--- src/rtl/axis_frame_fifo_ex_if.sv ---
// AXI-Stream bundle shared by the slave and master sides of the frame FIFO.
interface axis_frame_fifo_ex_if #(
    parameter int DATA_WIDTH = 8,
    parameter int KEEP_WIDTH = 1,
    parameter int ID_WIDTH   = 8,
    parameter int DEST_WIDTH = 8,
    parameter int USER_WIDTH = 1
);
    logic [DATA_WIDTH-1:0] tdata;
    logic [KEEP_WIDTH-1:0] tkeep;
    logic                  tvalid;
    logic                  tready;
    logic                  tlast;
    logic [ID_WIDTH-1:0]   tid;
    logic [DEST_WIDTH-1:0] tdest;
    logic [USER_WIDTH-1:0] tuser;

    modport master (
        output tdata, tkeep, tvalid, tlast, tid, tdest, tuser,
        input  tready
    );

    modport slave (
        input  tdata, tkeep, tvalid, tlast, tid, tdest, tuser,
        output tready
    );
endinterface

--- src/rtl/axis_frame_fifo_ex.sv ---
// AXI-Stream frame FIFO: beats are buffered and only released to the master
// side once their frame's tlast has been committed. Bad, oversize and
// overflowing frames are discarded and counted.
module axis_frame_fifo_ex #(
    parameter int DEPTH          = 16,
    parameter int DATA_WIDTH     = 8,
    parameter int KEEP_ENABLE    = (DATA_WIDTH > 8),
    parameter int KEEP_WIDTH     = DATA_WIDTH / 8,
    parameter int ID_ENABLE      = 0,
    parameter int ID_WIDTH       = 8,
    parameter int DEST_ENABLE    = 0,
    parameter int DEST_WIDTH     = 8,
    parameter int USER_ENABLE    = 1,
    parameter int USER_WIDTH     = 1,
    parameter logic [USER_WIDTH-1:0] USER_BAD_FRAME_VALUE = 1'b1,
    parameter logic [USER_WIDTH-1:0] USER_BAD_FRAME_MASK  = 1'b1,
    parameter int DROP_BAD_FRAME = 0,
    parameter int DROP_WHEN_FULL = 0,
    parameter int CNT_WIDTH      = 16
) (
    input  logic                    clk,
    input  logic                    rst_n,
    axis_frame_fifo_ex_if.slave     s_axis,
    axis_frame_fifo_ex_if.master    m_axis,
    output logic [$clog2(DEPTH):0]  status_frame_count,
    output logic                    status_overflow,
    output logic                    status_bad_frame,
    output logic                    status_good_frame,
    output logic [CNT_WIDTH-1:0]    drop_count
);
    localparam int AW = $clog2(DEPTH);
    localparam int PW = AW + 1;

    typedef struct packed {
        logic                  last;
        logic [USER_WIDTH-1:0] user;
        logic [DEST_WIDTH-1:0] dest;
        logic [ID_WIDTH-1:0]   id;
        logic [KEEP_WIDTH-1:0] keep;
        logic [DATA_WIDTH-1:0] data;
    } beat_t;

    beat_t mem [DEPTH];

    logic [PW-1:0]        wr_ptr_q, wr_ptr_d;
    logic [PW-1:0]        commit_ptr_q, commit_ptr_d;
    logic [PW-1:0]        rd_ptr_q, rd_ptr_d;
    logic                 drop_frame_q, drop_frame_d;
    logic                 m_valid_q, m_valid_d;
    beat_t                out_q, out_d;
    logic [PW-1:0]        frame_count_q, frame_count_d;
    logic [CNT_WIDTH-1:0] drop_count_q, drop_count_d;
    logic                 overflow_q, overflow_d;
    logic                 bad_frame_q, bad_frame_d;
    logic                 good_frame_q, good_frame_d;

    beat_t wr_beat;
    logic  mem_we;
    logic  full, full_wr, empty;
    logic  s_ready, s_hs, m_hs, rd_en, bad_user, drop_beat, drop_evt;

    // full: RAM holds DEPTH beats; full_wr: the open frame alone fills the RAM,
    // so it can never commit and must be drained rather than back-pressured.
    assign full     = (wr_ptr_q - rd_ptr_q) == PW'(DEPTH);
    assign full_wr  = (wr_ptr_q - commit_ptr_q) == PW'(DEPTH);
    assign empty    = commit_ptr_q == rd_ptr_q;

    assign s_ready  = rst_n && ((DROP_WHEN_FULL != 0) || !full || drop_frame_q || full_wr);
    assign s_hs     = s_axis.tvalid && s_ready;
    assign m_hs     = m_valid_q && m_axis.tready;
    assign rd_en    = !empty && (!m_valid_q || m_axis.tready);
    assign bad_user = (USER_ENABLE != 0) &&
                      ((s_axis.tuser & USER_BAD_FRAME_MASK) == (USER_BAD_FRAME_VALUE & USER_BAD_FRAME_MASK));
    // Beats are discarded while a drop is in progress, when the frame is
    // oversize, or (in drop-when-full mode) when there is no room.
    assign drop_beat = drop_frame_q || full_wr || ((DROP_WHEN_FULL != 0) && full);

    // Pack the incoming beat, zeroing sidebands that are not stored.
    always_comb begin
        wr_beat      = '0;
        wr_beat.data = s_axis.tdata;
        wr_beat.keep = (KEEP_ENABLE != 0) ? s_axis.tkeep : '1;
        wr_beat.id   = (ID_ENABLE != 0)   ? s_axis.tid   : '0;
        wr_beat.dest = (DEST_ENABLE != 0) ? s_axis.tdest : '0;
        wr_beat.user = (USER_ENABLE != 0) ? s_axis.tuser : '0;
        wr_beat.last = s_axis.tlast;
    end

    // Write/commit/drop decisions, read-side output register and counters.
    always_comb begin
        wr_ptr_d      = wr_ptr_q;
        commit_ptr_d  = commit_ptr_q;
        rd_ptr_d      = rd_ptr_q;
        drop_frame_d  = drop_frame_q;
        m_valid_d     = m_valid_q;
        out_d         = out_q;
        frame_count_d = frame_count_q;
        drop_count_d  = drop_count_q;
        overflow_d    = 1'b0;
        bad_frame_d   = 1'b0;
        good_frame_d  = 1'b0;
        mem_we        = 1'b0;
        drop_evt      = 1'b0;

        if (s_hs) begin
            if (drop_beat) begin
                if (s_axis.tlast) begin
                    wr_ptr_d     = commit_ptr_q;
                    drop_frame_d = 1'b0;
                    overflow_d   = 1'b1;
                    drop_evt     = 1'b1;
                end else begin
                    drop_frame_d = 1'b1;
                end
            end else begin
                mem_we   = 1'b1;
                wr_ptr_d = wr_ptr_q + PW'(1);
                if (s_axis.tlast) begin
                    if ((DROP_BAD_FRAME != 0) && bad_user) begin
                        wr_ptr_d    = commit_ptr_q;
                        bad_frame_d = 1'b1;
                        drop_evt    = 1'b1;
                    end else begin
                        commit_ptr_d = wr_ptr_q + PW'(1);
                        good_frame_d = 1'b1;
                    end
                end
            end
        end

        // Only committed slots are visible here, so a same-cycle write to the
        // slot at rd_ptr can never be observed.
        if (m_hs) m_valid_d = 1'b0;
        if (rd_en) begin
            out_d     = mem[rd_ptr_q[AW-1:0]];
            m_valid_d = 1'b1;
            rd_ptr_d  = rd_ptr_q + PW'(1);
        end

        case ({good_frame_d, m_hs && out_q.last})
            2'b10:   frame_count_d = frame_count_q + PW'(1);
            2'b01:   frame_count_d = frame_count_q - PW'(1);
            default: frame_count_d = frame_count_q;
        endcase

        if (drop_evt && (drop_count_q != '1)) drop_count_d = drop_count_q + CNT_WIDTH'(1);
    end

    // Beat storage; contents need no reset since pointers gate visibility.
    always_ff @(posedge clk) begin
        if (mem_we) mem[wr_ptr_q[AW-1:0]] <= wr_beat;
    end

    // State registers.
    always_ff @(posedge clk or negedge rst_n) begin
        if (!rst_n) begin
            wr_ptr_q      <= '0;
            commit_ptr_q  <= '0;
            rd_ptr_q      <= '0;
            drop_frame_q  <= 1'b0;
            m_valid_q     <= 1'b0;
            out_q         <= '0;
            frame_count_q <= '0;
            drop_count_q  <= '0;
            overflow_q    <= 1'b0;
            bad_frame_q   <= 1'b0;
            good_frame_q  <= 1'b0;
        end else begin
            wr_ptr_q      <= wr_ptr_d;
            commit_ptr_q  <= commit_ptr_d;
            rd_ptr_q      <= rd_ptr_d;
            drop_frame_q  <= drop_frame_d;
            m_valid_q     <= m_valid_d;
            out_q         <= out_d;
            frame_count_q <= frame_count_d;
            drop_count_q  <= drop_count_d;
            overflow_q    <= overflow_d;
            bad_frame_q   <= bad_frame_d;
            good_frame_q  <= good_frame_d;
        end
    end

    assign s_axis.tready      = s_ready;
    assign m_axis.tvalid      = m_valid_q;
    assign m_axis.tdata       = out_q.data;
    assign m_axis.tkeep       = (KEEP_ENABLE != 0) ? out_q.keep : '1;
    assign m_axis.tlast       = out_q.last;
    assign m_axis.tid         = (ID_ENABLE != 0)   ? out_q.id   : '0;
    assign m_axis.tdest       = (DEST_ENABLE != 0) ? out_q.dest : '0;
    assign m_axis.tuser       = (USER_ENABLE != 0) ? out_q.user : '0;
    assign status_frame_count = frame_count_q;
    assign status_overflow    = overflow_q;
    assign status_bad_frame   = bad_frame_q;
    assign status_good_frame  = good_frame_q;
    assign drop_count         = drop_count_q;
endmodule
--- src/flat_wrapper.sv ---
// flat-port wrapper written by rule: the top's interface ports become plain ports
module axis_frame_fifo_ex_flat 
#(
    parameter int DEPTH          = 16,
    parameter int DATA_WIDTH     = 8,
    parameter int KEEP_ENABLE    = (DATA_WIDTH > 8),
    parameter int KEEP_WIDTH     = DATA_WIDTH / 8,
    parameter int ID_ENABLE      = 0,
    parameter int ID_WIDTH       = 8,
    parameter int DEST_ENABLE    = 0,
    parameter int DEST_WIDTH     = 8,
    parameter int USER_ENABLE    = 1,
    parameter int USER_WIDTH     = 1,
    parameter logic [USER_WIDTH-1:0] USER_BAD_FRAME_VALUE = 1'b1,
    parameter logic [USER_WIDTH-1:0] USER_BAD_FRAME_MASK  = 1'b1,
    parameter int DROP_BAD_FRAME = 0,
    parameter int DROP_WHEN_FULL = 0,
    parameter int CNT_WIDTH      = 16
)
  (clk, rst_n, status_frame_count, status_overflow, status_bad_frame, status_good_frame, drop_count, s_axis_tdata, s_axis_tkeep, s_axis_tvalid, s_axis_tlast, s_axis_tid, s_axis_tdest, s_axis_tuser, s_axis_tready, m_axis_tdata, m_axis_tkeep, m_axis_tvalid, m_axis_tlast, m_axis_tid, m_axis_tdest, m_axis_tuser, m_axis_tready);
  axis_frame_fifo_ex_if #(.DATA_WIDTH(DATA_WIDTH), .KEEP_WIDTH(KEEP_WIDTH), .ID_WIDTH(ID_WIDTH), .DEST_WIDTH(DEST_WIDTH), .USER_WIDTH(USER_WIDTH)) s_axis_i ();
  axis_frame_fifo_ex_if #(.DATA_WIDTH(DATA_WIDTH), .KEEP_WIDTH(KEEP_WIDTH), .ID_WIDTH(ID_WIDTH), .DEST_WIDTH(DEST_WIDTH), .USER_WIDTH(USER_WIDTH)) m_axis_i ();
  input  logic clk;
  input  logic rst_n;
  output logic [$clog2(DEPTH):0] status_frame_count;
  output logic status_overflow;
  output logic status_bad_frame;
  output logic status_good_frame;
  output logic [CNT_WIDTH-1:0] drop_count;
  input wire logic [$bits(s_axis_i.tdata)-1:0] s_axis_tdata;
  input wire logic [$bits(s_axis_i.tkeep)-1:0] s_axis_tkeep;
  input wire logic [$bits(s_axis_i.tvalid)-1:0] s_axis_tvalid;
  input wire logic [$bits(s_axis_i.tlast)-1:0] s_axis_tlast;
  input wire logic [$bits(s_axis_i.tid)-1:0] s_axis_tid;
  input wire logic [$bits(s_axis_i.tdest)-1:0] s_axis_tdest;
  input wire logic [$bits(s_axis_i.tuser)-1:0] s_axis_tuser;
  output wire logic [$bits(s_axis_i.tready)-1:0] s_axis_tready;
  output wire logic [$bits(m_axis_i.tdata)-1:0] m_axis_tdata;
  output wire logic [$bits(m_axis_i.tkeep)-1:0] m_axis_tkeep;
  output wire logic [$bits(m_axis_i.tvalid)-1:0] m_axis_tvalid;
  output wire logic [$bits(m_axis_i.tlast)-1:0] m_axis_tlast;
  output wire logic [$bits(m_axis_i.tid)-1:0] m_axis_tid;
  output wire logic [$bits(m_axis_i.tdest)-1:0] m_axis_tdest;
  output wire logic [$bits(m_axis_i.tuser)-1:0] m_axis_tuser;
  input wire logic [$bits(m_axis_i.tready)-1:0] m_axis_tready;
  assign s_axis_i.tdata = s_axis_tdata;
  assign s_axis_i.tkeep = s_axis_tkeep;
  assign s_axis_i.tvalid = s_axis_tvalid;
  assign s_axis_i.tlast = s_axis_tlast;
  assign s_axis_i.tid = s_axis_tid;
  assign s_axis_i.tdest = s_axis_tdest;
  assign s_axis_i.tuser = s_axis_tuser;
  assign s_axis_tready = s_axis_i.tready;
  assign m_axis_tdata = m_axis_i.tdata;
  assign m_axis_tkeep = m_axis_i.tkeep;
  assign m_axis_tvalid = m_axis_i.tvalid;
  assign m_axis_tlast = m_axis_i.tlast;
  assign m_axis_tid = m_axis_i.tid;
  assign m_axis_tdest = m_axis_i.tdest;
  assign m_axis_tuser = m_axis_i.tuser;
  assign m_axis_i.tready = m_axis_tready;
  axis_frame_fifo_ex #(.DEPTH(DEPTH), .DATA_WIDTH(DATA_WIDTH), .KEEP_ENABLE(KEEP_ENABLE), .KEEP_WIDTH(KEEP_WIDTH), .ID_ENABLE(ID_ENABLE), .ID_WIDTH(ID_WIDTH), .DEST_ENABLE(DEST_ENABLE), .DEST_WIDTH(DEST_WIDTH), .USER_ENABLE(USER_ENABLE), .USER_WIDTH(USER_WIDTH), .USER_BAD_FRAME_VALUE(USER_BAD_FRAME_VALUE), .USER_BAD_FRAME_MASK(USER_BAD_FRAME_MASK), .DROP_BAD_FRAME(DROP_BAD_FRAME), .DROP_WHEN_FULL(DROP_WHEN_FULL), .CNT_WIDTH(CNT_WIDTH)) u_core (.clk(clk), .rst_n(rst_n), .s_axis(s_axis_i), .m_axis(m_axis_i), .status_frame_count(status_frame_count), .status_overflow(status_overflow), .status_bad_frame(status_bad_frame), .status_good_frame(status_good_frame), .drop_count(drop_count));
endmodule
--- config.mk ---
export PLATFORM = sky130hd
export DESIGN_NAME = axis_frame_fifo_ex_flat
export DESIGN_NICKNAME = d
export VERILOG_FILES = /design/src/rtl/axis_frame_fifo_ex_if.sv /design/src/rtl/axis_frame_fifo_ex.sv /design/src/flat_wrapper.sv
export SDC_FILE = /design/constraint.sdc
export NUM_CORES = 1
export LEC_CHECK = 0
export ABC_AREA = 0
export CAP_MARGIN = 5
export CORE_MARGIN = 10
export CORE_UTILIZATION = 63
export CTS_CLUSTER_SIZE = 25
export DETAILED_ROUTE_END_ITERATION = 12
export DONT_BUFFER_PORTS = 1
export PLACE_DENSITY = 0.79
export SLEW_MARGIN = 20
export SYNTH_ARGS = -nofsm -noshare
export SYNTH_HDL_FRONTEND = slang
export SYNTH_SLANG_ARGS = --single-unit
--- constraint.sdc ---
create_clock -name clk -period 5.1 [get_ports clk]
set_input_delay 0.51 -clock clk [delete_from_list [all_inputs] [get_ports clk]]
set_output_delay 0.51 -clock clk [all_outputs]
set_load 0.01 [all_outputs]
==> impl_metrics.toml <==
[clocking]
htreeDepth = 1
clkSlewWorstSetupHoldPaths_ns = 0.07
cts-resized-gates = 0
clkSinkCount = 210
cts_tree = "built"
cts-root-buf = "clkbuf_16"
cts_made_buffers = 21
cts_max_path_buffers = 3
postCtsSetupBuffers = 0
clk_latency_ns = 0.49

[timing]
fin_crit_sh_pct = 72.0
drv_slew = 0
fmax_mhz = 272
slew_headroom_pct = 42.6
finClkSkew_ns = 0.0111
tightest_slew_ns = 0.861
rsz0062_at_grt = "false"
fin_crit_ns = 3.67
final.setup.tns_ns = 0
setup_violations = 0
whs_ns = 0.112
finalHoldViolCount = 0

[die]
ios = 84
row_count = 43
core_um2 = 13900
start_util_pct = 64.6
die-area_um2 = 19500
die_w_um = 140
die_height_um = 140

[yosys]
synthMuxAreaShare_pct = 14.0
synthFlopType = "edfxtp_1"
syn_area_per_cell_um2 = 17.4
synthAdderAreaFrac_pct = 2.72
netlist_area_um2 = 9000
synth_xor_area_share_pct = 3.75
synthCells = 517
synth_warnings = 0
synth_seq_cells = 210
ys_types = 49
synthSimpleGateAreaFrac_pct = 5.95
synth_top_family_by_area = "multiplexers"
synth-async-reset-ratio_pct = 23.8
yosysSeqAreaShare_pct = 67.3
synth_compound_area_share_pct = 2.77
synth_edf_count = 160

[setup_path]
crit_arrival_ns = 3.80
critPathRequiredTime_ns = 5.22
crit_path_end_kind = "flop"
crit_type = "flop to flop"
r2r-start = "u_core.wr_ptr_q[3]"
critical-path-max-stage-delay_ns = 0.66
worstPathCellList = "ha_1, xnor3_1, and4_1, or3_4, a211oi_4, and2b_1, and3_1"
r2r_end = "u_core.mem[10][6]"
reg2reg_slack_ns = 1.43
reg2reg_depth = 7
worstSetupStartpointType = "flop"
cp_max_fo = 17
cp_slowest_cell = "dfrtp_1"

[drt]
totalWireLength_mm = 17.9
vias = 4598
ant_nets = 0
drc = 0
dr.first_iter.drc_count = 444
routed_via_density = 6.40
first_pass_iters = 5
wl_per_cell_um = 25.0

[grt]
antenna_found_initial = 0
grt_usage_pct = 18.0
grt_pass1_wl_mm = 27.6
grt_pass1_vias = 4627
grt_overflow = 0
grt_max_degree = 51

[placed_design]
dp_hpwl_mm = 10.8
place.port_buffers = 0
gp_congestion = 0.759
placed_cell_area_um2 = 9090
dp.cells = 678

[worst_hold_path]
hold_path.startpoint = "s_axis_tdata[2]"
hp-class = "primary input to flop"
holdPathStages = 0
hold_path_end = "u_core.mem[1][2]"

[job]
maxCapViolCount = 0

[finish]
layout.nets = 573
antenna_cells = 0
stdcell_area_um2 = 9820
area_delta_synth_final_pct = 9.00
fin_util_pct = 70.4
layout.cells.non_filler = 718
final_cell_mix = "160 x edfxtp_1, 50 x mux4_2, 49 x dfrtp_1, 21 x clkbuf_16, 19 x xor2_1"
final_common_cell = "edfxtp_1"
drive_above_1_share_pct = 21.0

[outcome]
status = "completed"

[pwr]
power.density_nw_per_um2 = 554
leakage_nw = 3.62
peakVddDrop_v = 0.000323
cell type report:
type | count | area [um^2]
inverter | 19 | 71.3
clock inverter | 13 | 143
clock buffer | 25 | 541
fill | 827 | 4120
multi-input combinational | 263 | 2700
sequential | 210 | 6060
tap | 180 | 225
timing repair buffer | 8 | 82.6
synthesized netlist by cell type (all sizes together) (2+ instances only):
library cell | number | area (um^2)
ha | 18 | 225
nand4 | 9 | 56.3
nor2b | 2 | 12.5
dfrtp | 50 | 1250
a211oi | 2 | 27.5
or3 | 3 | 23.8
mux4 | 50 | 1130
and4 | 5 | 43.8
buf | 31 | 204
and2 | 2 | 12.5
nand2b | 2 | 12.5
inv | 19 | 71.3
and3 | 17 | 106
and3b | 2 | 17.5
nor2 | 9 | 33.8
nand3 | 11 | 60.1
conb | 2 | 7.51
xor2 | 19 | 166
o21ai | 8 | 40.0
a21o | 2 | 15.0
clkbuf | 10 | 37.5
a31oi | 2 | 12.5
a21oi | 9 | 45.0
xnor2 | 17 | 149
or3b | 2 | 17.5
mux2 | 12 | 135
o221a | 5 | 56.3
edfxtp | 160 | 4800
nand2 | 16 | 60.1
nor4 | 2 | 12.5
nor3 | 7 | 35.0
report_power, final:
| part | switching [mW] | internal (mW) | total, mW |
|---|---|---|---|
| combinational | 0.808 | 0.834 | 1.64 |
| clock | 0.616 | 0.911 | 1.53 |
| sequential | 0.215 | 2.05 | 2.27 |
| total | 1.64 | 3.80 | 5.43 |
worst max path at each step:
stage,slack (ns),cells after the start,to,from
floorplan,1.42,17,u_core.status_frame_count[4],u_core.rd_ptr_q[3]
global placement,1.57,13,u_core.status_frame_count[4],u_core.wr_ptr_q[3]
detailed placement,1.48,17,u_core.status_frame_count[4],u_core.rd_ptr_q[3]
CTS,1.46,15,u_core.status_frame_count[4],u_core.wr_ptr_q[3]
global route,1.18,17,u_core.status_frame_count[4],u_core.rd_ptr_q[3]
finish,1.43,7,u_core.mem[10][6],u_core.wr_ptr_q[3]
cells by family (layout without fill, tap and decap cells):
family / count (synthesis) / count (layout)
compound gates: 34 / 34
xor+xnor: 37 / 37
fa+ha+maj: 19 / 19
buf+inv: 60 / 65
flops: 210 / 210
mux: 62 / 62
other cells: 2 / 18
simple gates: 93 / 93
stage by stage:
step	power (mW)	setup slack (ns)
2_1_floorplan	3.58	1.42
3_3_place_gp	3.86	1.57
3_5_place_dp	3.93	1.48
4_1_cts	5.47	1.46
5_1_grt	5.71	1.18
6_report	5.43	1.43
sequential cells by signal, indices dropped and copies added, names as in the netlist:
register                   cells
u_core.m_axis.tdata            8
u_core.m_axis.tuser            1
u_core.m_axis.tvalid           1
u_core.commit_ptr_q            5
u_core.mem                   160
u_core.status_frame_count      5
u_core.rd_ptr_q                5
u_core.drop_frame_q            1
u_core.m_axis.tlast            1
u_core.status_good_frame       1
u_core.wr_ptr_q                5
u_core.status_overflow         1
u_core.drop_count             16
critical path, delay by kind of cell, from the launching register on:
family          cells  cell delay (ns)
fa+ha+maj           1             0.26
flops               1             0.66
simple gates        4             1.59
compound gates      1             0.57
xor+xnor            1             0.20
what timing repair did:
action	in CTS	in global routing
setup endpoints to repair	0	0
hold buffers	2	0
hold endpoints to repair	50	0
routing by layer:
layer  global-route usage, %  up-vias  wire length [um]
met5                       0        -                 0
met4                    4.46        0               326
met3                    4.46       27              1550
met2                    28.7      201              8760
met1                    24.6     2378              7290
li1                        -     1992                 -
Note: power is estimated with default switching activity, not from simulation.
